File: config.mk
export PLATFORM = sky130hd
export DESIGN_NAME = stopwatch_display_mux
export DESIGN_NICKNAME = d
export VERILOG_FILES = /design/src/rtl/stopwatch_display_mux.sv
export SDC_FILE = /design/constraint.sdc
export NUM_CORES = 1
export LEC_CHECK = 0
export ABC_AREA = 1
export CAP_MARGIN = 40
export CORE_ASPECT_RATIO = 1.25
export CORE_MARGIN = 1
export CORE_UTILIZATION = 50
export CTS_BUF_LIST = sky130_fd_sc_hd__clkbuf_4
export CTS_CLUSTER_DIAMETER = 150
export DETAILED_ROUTE_END_ITERATION = 8
export PLACE_DENSITY = 0.83
export SLEW_MARGIN = 0
export SYNTH_ARGS = -nofsm -noshare
export SYNTH_HDL_FRONTEND = slang
export SYNTH_SLANG_ARGS = --single-unit
File: constraint.sdc
create_clock -name clk -period 2 [get_ports clk]
set_input_delay 0.3 -clock clk [delete_from_list [all_inputs] [get_ports clk]]
set_output_delay 0.3 -clock clk [all_outputs]
set_load 0.05 [all_outputs]
File: src/rtl/stopwatch_display_mux.sv
// Multiplexed 4-digit 7-segment driver for the stopwatch digit bus (M.SS.T), with per-frame latching and a wrap flash.
// Build option: define BLANK_ZERO_EN to blank a leading zero in the minute slot.
module stopwatch_display_mux #(
  parameter int REFRESH_DIV  = 50000,
  parameter int FLASH_FRAMES = 8
) (
  input  logic       clk,
  input  logic       reset,
  input  logic [3:0] minute,
  input  logic [3:0] tenSecond,
  input  logic [3:0] oneSecond,
  input  logic [3:0] tenthSecond,
  input  logic       cascade,
  input  logic       enable,
  output logic [3:0] an,
  output logic [6:0] seg,
  output logic       dp
);

  localparam int CW = (REFRESH_DIV > 2) ? $clog2(REFRESH_DIV) : 1;
  localparam int FW = $clog2(FLASH_FRAMES + 1);
  localparam logic [CW-1:0] CNT_MAX = CW'(REFRESH_DIV - 1);
  localparam logic [FW-1:0] FL_LOAD = FW'(FLASH_FRAMES);

  logic [CW-1:0]     r_cnt;
  logic [1:0]        r_idx;
  logic [3:0][3:0]   r_sh;
  logic [FW-1:0]     r_flash;
  logic              r_fblank;

  logic              w_tick, w_frame, w_fblank_nxt, w_zblank;
  logic [1:0]        w_idx_nxt;
  logic [3:0][3:0]   w_sh_nxt;
  logic [FW-1:0]     w_flash_nxt;
  logic [6:0]        w_seg;

  function automatic logic [6:0] seg_enc(input logic [3:0] d);
    case (d)
      4'd0:    seg_enc = 7'b1000000;
      4'd1:    seg_enc = 7'b1111001;
      4'd2:    seg_enc = 7'b0100100;
      4'd3:    seg_enc = 7'b0110000;
      4'd4:    seg_enc = 7'b0011001;
      4'd5:    seg_enc = 7'b0010010;
      4'd6:    seg_enc = 7'b0000010;
      4'd7:    seg_enc = 7'b1111000;
      4'd8:    seg_enc = 7'b0000000;
      4'd9:    seg_enc = 7'b0010000;
      default: seg_enc = 7'b0111111;
    endcase
  endfunction

  assign w_tick    = enable && (r_cnt == CNT_MAX);
  assign w_idx_nxt = r_idx + 2'd1;
  assign w_frame   = w_tick && (r_idx == 2'd3);
  assign w_sh_nxt  = w_frame ? {minute, tenSecond, oneSecond, tenthSecond} : r_sh;

  // Load after decrement so a cascade coinciding with a frame start wins.
  always_comb begin
    w_flash_nxt = r_flash;
    if (w_frame && (r_flash != '0)) w_flash_nxt = r_flash - 1'b1;
    if (cascade) w_flash_nxt = FL_LOAD;
  end

  // Blank decision is frozen for the whole frame at its start.
  assign w_fblank_nxt = w_frame ? w_flash_nxt[0] : r_fblank;
  assign w_seg        = seg_enc(w_sh_nxt[w_idx_nxt]);

`ifdef BLANK_ZERO_EN
  assign w_zblank = (w_idx_nxt == 2'd3) && (w_sh_nxt[3] == 4'd0);
`else
  assign w_zblank = 1'b0;
`endif

  always_ff @(posedge clk or negedge reset) begin
    if (!reset) begin
      r_cnt    <= '0;
      r_idx    <= 2'd3;
      r_sh     <= '0;
      r_flash  <= '0;
      r_fblank <= 1'b0;
    end else begin
      if (enable) r_cnt <= w_tick ? '0 : r_cnt + 1'b1;
      if (w_tick) r_idx <= w_idx_nxt;
      r_sh     <= w_sh_nxt;
      r_flash  <= w_flash_nxt;
      r_fblank <= w_fblank_nxt;
    end
  end

  always_ff @(posedge clk or negedge reset) begin
    if (!reset) begin
      an  <= 4'b1111;
      seg <= 7'h7F;
      dp  <= 1'b1;
    end else if (!enable || (w_tick && (w_fblank_nxt || w_zblank))) begin
      an  <= 4'b1111;
      seg <= 7'h7F;
      dp  <= 1'b1;
    end else if (w_tick) begin
      an  <= ~(4'b0001 << w_idx_nxt);
      seg <= w_seg;
      dp  <= ~w_idx_nxt[0];
    end
  end

endmodule
Yosys cells after proc, flatten, opt, wreduce, memory -nomap -nowiden --
Memory sizes are Yosys's and may differ from the RTL's. Index checks and enable logic that the tools add are counted.
Storage, ports and cells: bits in registers 51, output and inout port bits 12, memories kept 1, ROM bits 112
Operators by class: muxes and demuxes 13, add/subtract/negate cells 3, bitwise logic cells 2, shift operators 1, equal/unequal tests 2, reductions and logical operators 9, magnitude comparators 1
Memory list:
- (no name shown) | depth 16, width 7, read ports 1, clocked after Yosys merged registers in 0, write ports 0, line 38 | case (d)
Operators by type and width (number):
- $mux W16 | 2
- $mux W4 | 5
- $add A16 B1 Y16 const B | 1
- $eq A16 B16 Y1 const B | 1
- $mux W7 | 2
- $bmux W4 S2 | 1
- $logic_and A1 B1 Y1 | 4
- $not A4 Y4 | 1
- $reduce_bool A2 Y1 | 2
- $reduce_bool A4 Y1 | 1
- $shl A1 B2 Y4 const A | 1
- $sub A4 B1 Y4 const B | 1
- $lt A2 B3 Y1 const B | 1
- $mux W1 | 3
- $add A2 B1 Y2 const B | 1
- $eq A2 B2 Y1 const B | 1
- $logic_not A1 Y1 | 1
- $logic_or A1 B1 Y1 | 1
- $not A1 Y1 | 1

Depth between registers and ports, before layout --
depth in word-level cells 10, depth in mapped cells 21, gate-level depth less buffers 19

Least setup slack after synthesis --
No wires, ideal clock.
path type flip-flop to flip-flop, from register r_idx[0], to register seg[0], slack -0.201 ns, cell stages (with the launch flop) 15, arrival 2.126 ns, data required time 1.924 ns, path through dfstp_2 > inv_1 > buf_2 > ha_1 > inv_1 > nand3_1 > nand2_1 > inv_1 > ha_1 > inv_1 > nand3_1 > nand3_1 > nand3_2 > nand2_1 > nand2_1
On the way: elaborated cells between the ends (all ways) 16, classes of those cells add/sub (1); eq/ne (1); mux (8); reduce/logical (5); memory (1)
RTL lines:
- from (decl) | line 26 | logic [1:0] r_idx;
- from (signal assigned) | line 84 | if (w_tick) r_idx <= w_idx_nxt;
- $add A2 B1 Y2 | line 54 | assign w_idx_nxt = r_idx + 2'd1;
- net w_idx_nxt[0] | line 32 | logic [1:0] w_idx_nxt;
- $bmux W4 S2 | line 67 | assign w_seg = seg_enc(w_sh_nxt[w_idx_nxt]);
- $mux W4 (implied by the code) | line 67
- $mem_v2 Z16 W7
- $mux W7 | line 100 | end else if (w_tick) begin
- $mux W7 | line 96 | end else if (!enable || (w_tick && (w_fblank_nxt || w_zblank))) begin
- to (signal assigned) | line 102 | seg <= w_seg;
- to (decl) | line 16 | output logic [6:0] seg,
The timed path passes the listed nets, and every way through them passes these cells. The select of a mux whose other input is x is not followed. A chain may end at the register's enable or synchronous reset.

==> summary.md <==
| Metric | Value |
|---|---|
| Critical path's slowest cell | `dfrtp_1` |
| Crit. End Element | `flip-flop` |
| CP most frequent cell | `nand2_1` |
| H-tree Lvls | `2` |
| Tot GR Track Use | `29.4%` |
| RSZ-0062 raised after global routing | `true` |
| Post-layout net count | `around 500` |
| Slew @ Worst Pin | `around 570 ps` |
| Final WS setup | `-472 ps` |
| Worst Hold Class | `input port to async pin` |
| Core ar. | `about 0.0056 mm^2` |
| Chip Width | `between 70 and 80 um` |
| Violated checks | `design-rule violations, negative setup slack` |
| RR Startpoint | `r_cnt[14]` |
| FILL cells | `283` |
| Cell Pwr Density | `between 500 and 600 mW/mm^2` |
| Period utilization | `124%` |
| CP Class | `flip-flop to flip-flop` |
| Max Clock Freq | `between 400 and 500 MHz` |
| Initial antenna violation count | `0` |
| WL per Instance | `roughly 21 um` |
| # port buffers | `31` |
| Via count | `3328` |
| Library cells used by synthesis | `33` |
| Yosys warns | `0` |
| Layout Cell Area excl Fill | `0.00448 mm^2` |
| Crit path time final | `about 2500 ps` |
| GR Overflow Total | `0` |
| Area Overhead vs Synth | `52.3%` |
| Share of layout cells above drive strength 1 | `50.4%` |
| Startpoint Class | `flip-flop` |
| Worst Skew | `41.8 ps` |
| Synth Instances | `approximately 360` |
| Setup TNS after final layout | `-3250 ps` |
| CP peak stage delay | `around 420 ps` |
| WP buf/inv | `4` |
| Vias/cell | `between 6 and 7` |
| Clk root buf | `clkbuf_4` |
| Critical Path RT | `about 2400 ps` |
| WL final | `approximately 11 mm` |
| Final hold slack | `just under 400 ps` |
| Synth top area cells | `dfrtp_1 (31%), dfstp_2 (13%), nand2_1 (12%)` |
| Post-route ant nets | `0` |
| Async SR Flop Fraction | `100%` |
| Top_reg_cell synth | `dfrtp_1` |
| Share of the synthesized area in the top cell type | `31.5%` |
| Sink Count | `around 50` |
| Largest area contributor in the netlist | `dfrtp_1` |
| Critical Path Start | `r_cnt[14]` |
| DRT Pass-1 Iters | `7` |
| Worst EP arrival | `between 2000 and 3000 ps` |
| Final Max Tran Viols | `0` |
| Hpwl dp | `about 5.4 mm` |
| CTS tree | `done` |
| Slew headroom | `slightly above 60%` |
| Critical path, cell by cell | `inv_2 > nor2_1 > nand2_1 > nor2_4 > buf_4 > nand4_1 > nand2_2 > nand2_2 > nand3_4 > nand2_8 > inv_8 > ha_4 > inv_2 > nand2_1 > nand3_2 > nand3_2 > nand2_1 > nand2_1` |
| Post-Place Cell Area | `~0.0037 mm^2` |
| Final Util | `80.6%` |
| Die area | `slightly above 0.006 mm^2` |
| Max-Cap Viols | `0` |
| Ports | `32` |
| Post-synthesis cell area | `between 0.002 and 0.003 mm^2` |
| Largest net degree at the start of global routing | `29` |
| Reg area | `between 0.001 and 0.0015 mm^2` |
| Clock latency on the worst-skew pair | `430 ps` |
| Synth top cells by count | `nand2_1 (94), dfrtp_1 (37), inv_1 (37), nand3_1 (34), nand2_2 (20)` |
| Status | `finished, violations left` |
| Global-route wire length before repair | `14.0 mm` |
| Worst-case clock buffer depth | `2` |
| Placer Congestion | `0.897` |
| Area occupied by multi-input gates | `~0.0018 mm^2` |
| Clock transition at the registers of the reported paths | `roughly 180 ps` |
| Initial Util | `between 50% and 60%` |
| Vert. Die Dim | `between 80 and 90 um` |
| Final setup vio count | `12` |
| Initial DRC count | `around 350` |
| Flops & latches, synth | `51` |
| Top cell family by delay on the critical path | `simple AND/OR/NAND/NOR gates` |
| Syn avg cell area | `8.24 um^2` |
| Total stage count of the critical path | `18` |
| Vias in the first global route | `just over 3000` |
| Most numerous cell in the Yosys netlist | `nand2_1` |
| Worst-path fanout max | `7` |
| Antenna diodes | `0` |
| Setup WS pre-CTS | `-602 ps` |
| Share of the yosys chip area belonging to registers | `44.0%` |
| DRC viols | `6` |
| FF-to-FF path depth | `18` |
| Final hold vios | `0` |
| Leakage power | `0.00220 uW` |
| Inserted Clock Buffers | `5` |
| Max VDD drop | `0.569 mV` |
| EDFF count, synth | `0` |
| Post-Syn Nets | `390` |
| Site Rows | `30` |
-- through the flow --
step	std cells	power [uW]
after floorplan	357	1530
after global placement	499	1790
after detailed placement	499	1820
after CTS	523	2440
after global routing	534	2650
final	534	2550
-- cell usage in the layout, fill, tap and decap left out, types with 4 or more instances in the layout --
cell type | synthesis | layout
nand3_2 | 12 | 22
nand2_2 | 20 | 44
ha_4 | 0 | 8
nand3_4 | 0 | 4
buf_6 | 4 | 11
dfrtp_1 | 37 | 37
ha_1 | 13 | 4
o21ai_0 | 15 | 14
nand2_1 | 94 | 58
inv_1 | 37 | 31
clkbuf_4 | 0 | 5
dlygate4sd2_1 | 0 | 9
nor2_2 | 2 | 4
dfstp_2 | 14 | 14
nor2_1 | 16 | 13
inv_2 | 8 | 12
nand2_4 | 2 | 14
clkdlybuf4s50_1 | 0 | 18
a21oi_1 | 10 | 8
nand4_1 | 9 | 9
buf_4 | 2 | 71
nand3_1 | 34 | 20
-- what timing repair did --
item	4_1_cts	5_1_grt
hold buffers	1	0
gates cloned	1	1
endpoints found under the setup margin	17	17
setup buffers	14	14
pin swaps	26	33
endpoints found under the hold margin	16	0
resized for setup	47	80
-- kinds of logic (layout without fill, tap and decap cells) --
group                      count (synthesis)  after routing  synth area share [%]
and+or+nand+nor                          200            201                  34.6
buffers and inverters                     58            170                  8.80
DFF                                       51             51                  44.0
AOI/OAI and AO/OA                         35             35                  7.10
adders and majority gates                 13             13                  5.53
-- worst paths after layout --
| path | endpoint | slack [ps] |
|---|---|---|
| max in group asynchronous | an[3] | 980 |
| worst min register to register | seg[2] | 490 |
| min in group clk | r_sh[11] | 450 |
| worst min-delay path | r_sh[10] | 380 |
| worst max register to register | seg[5] | -470 |
| worst max-delay path | seg[5] | -470 |
-- flip-flops by register name, summed over array words and instances, names as in the netlist --
name      flops
r_cnt        16
r_sh         16
seg           7
an            4
r_flash       4
r_idx         2
dp            1
r_fblank      1
-- where the power goes --
| part | switching, uW | leakage [uW] | total (uW) | internal [uW] |
|---|---|---|---|---|
| Clock | 385 | 0.0000418 | 652 | 267 |
| Sequential | 67.5 | 0.000613 | 1200 | 1130 |
| Combinational | 387 | 0.00154 | 702 | 315 |
-- cell type report --
type	instances	share of cell area, %
clock buffers	5	0.838
clock inverters	3	1.03
repair buffers	114	22.3
well taps	64	1.79
multi-input cells	249	40.5
inverters	48	4.64
flip-flops and latches	51	28.9
-- per-layer routing --
metal	vias to the layer above	GRT usage [%]	part of all wire [%]
met1	1556	32.4	34
met2	285	53.5	48
met5	-	0	0
li1	1371	-	-
met4	0	16.9	9.1
met3	116	5.41	8.8
Power figures use the tool's default switching activity.
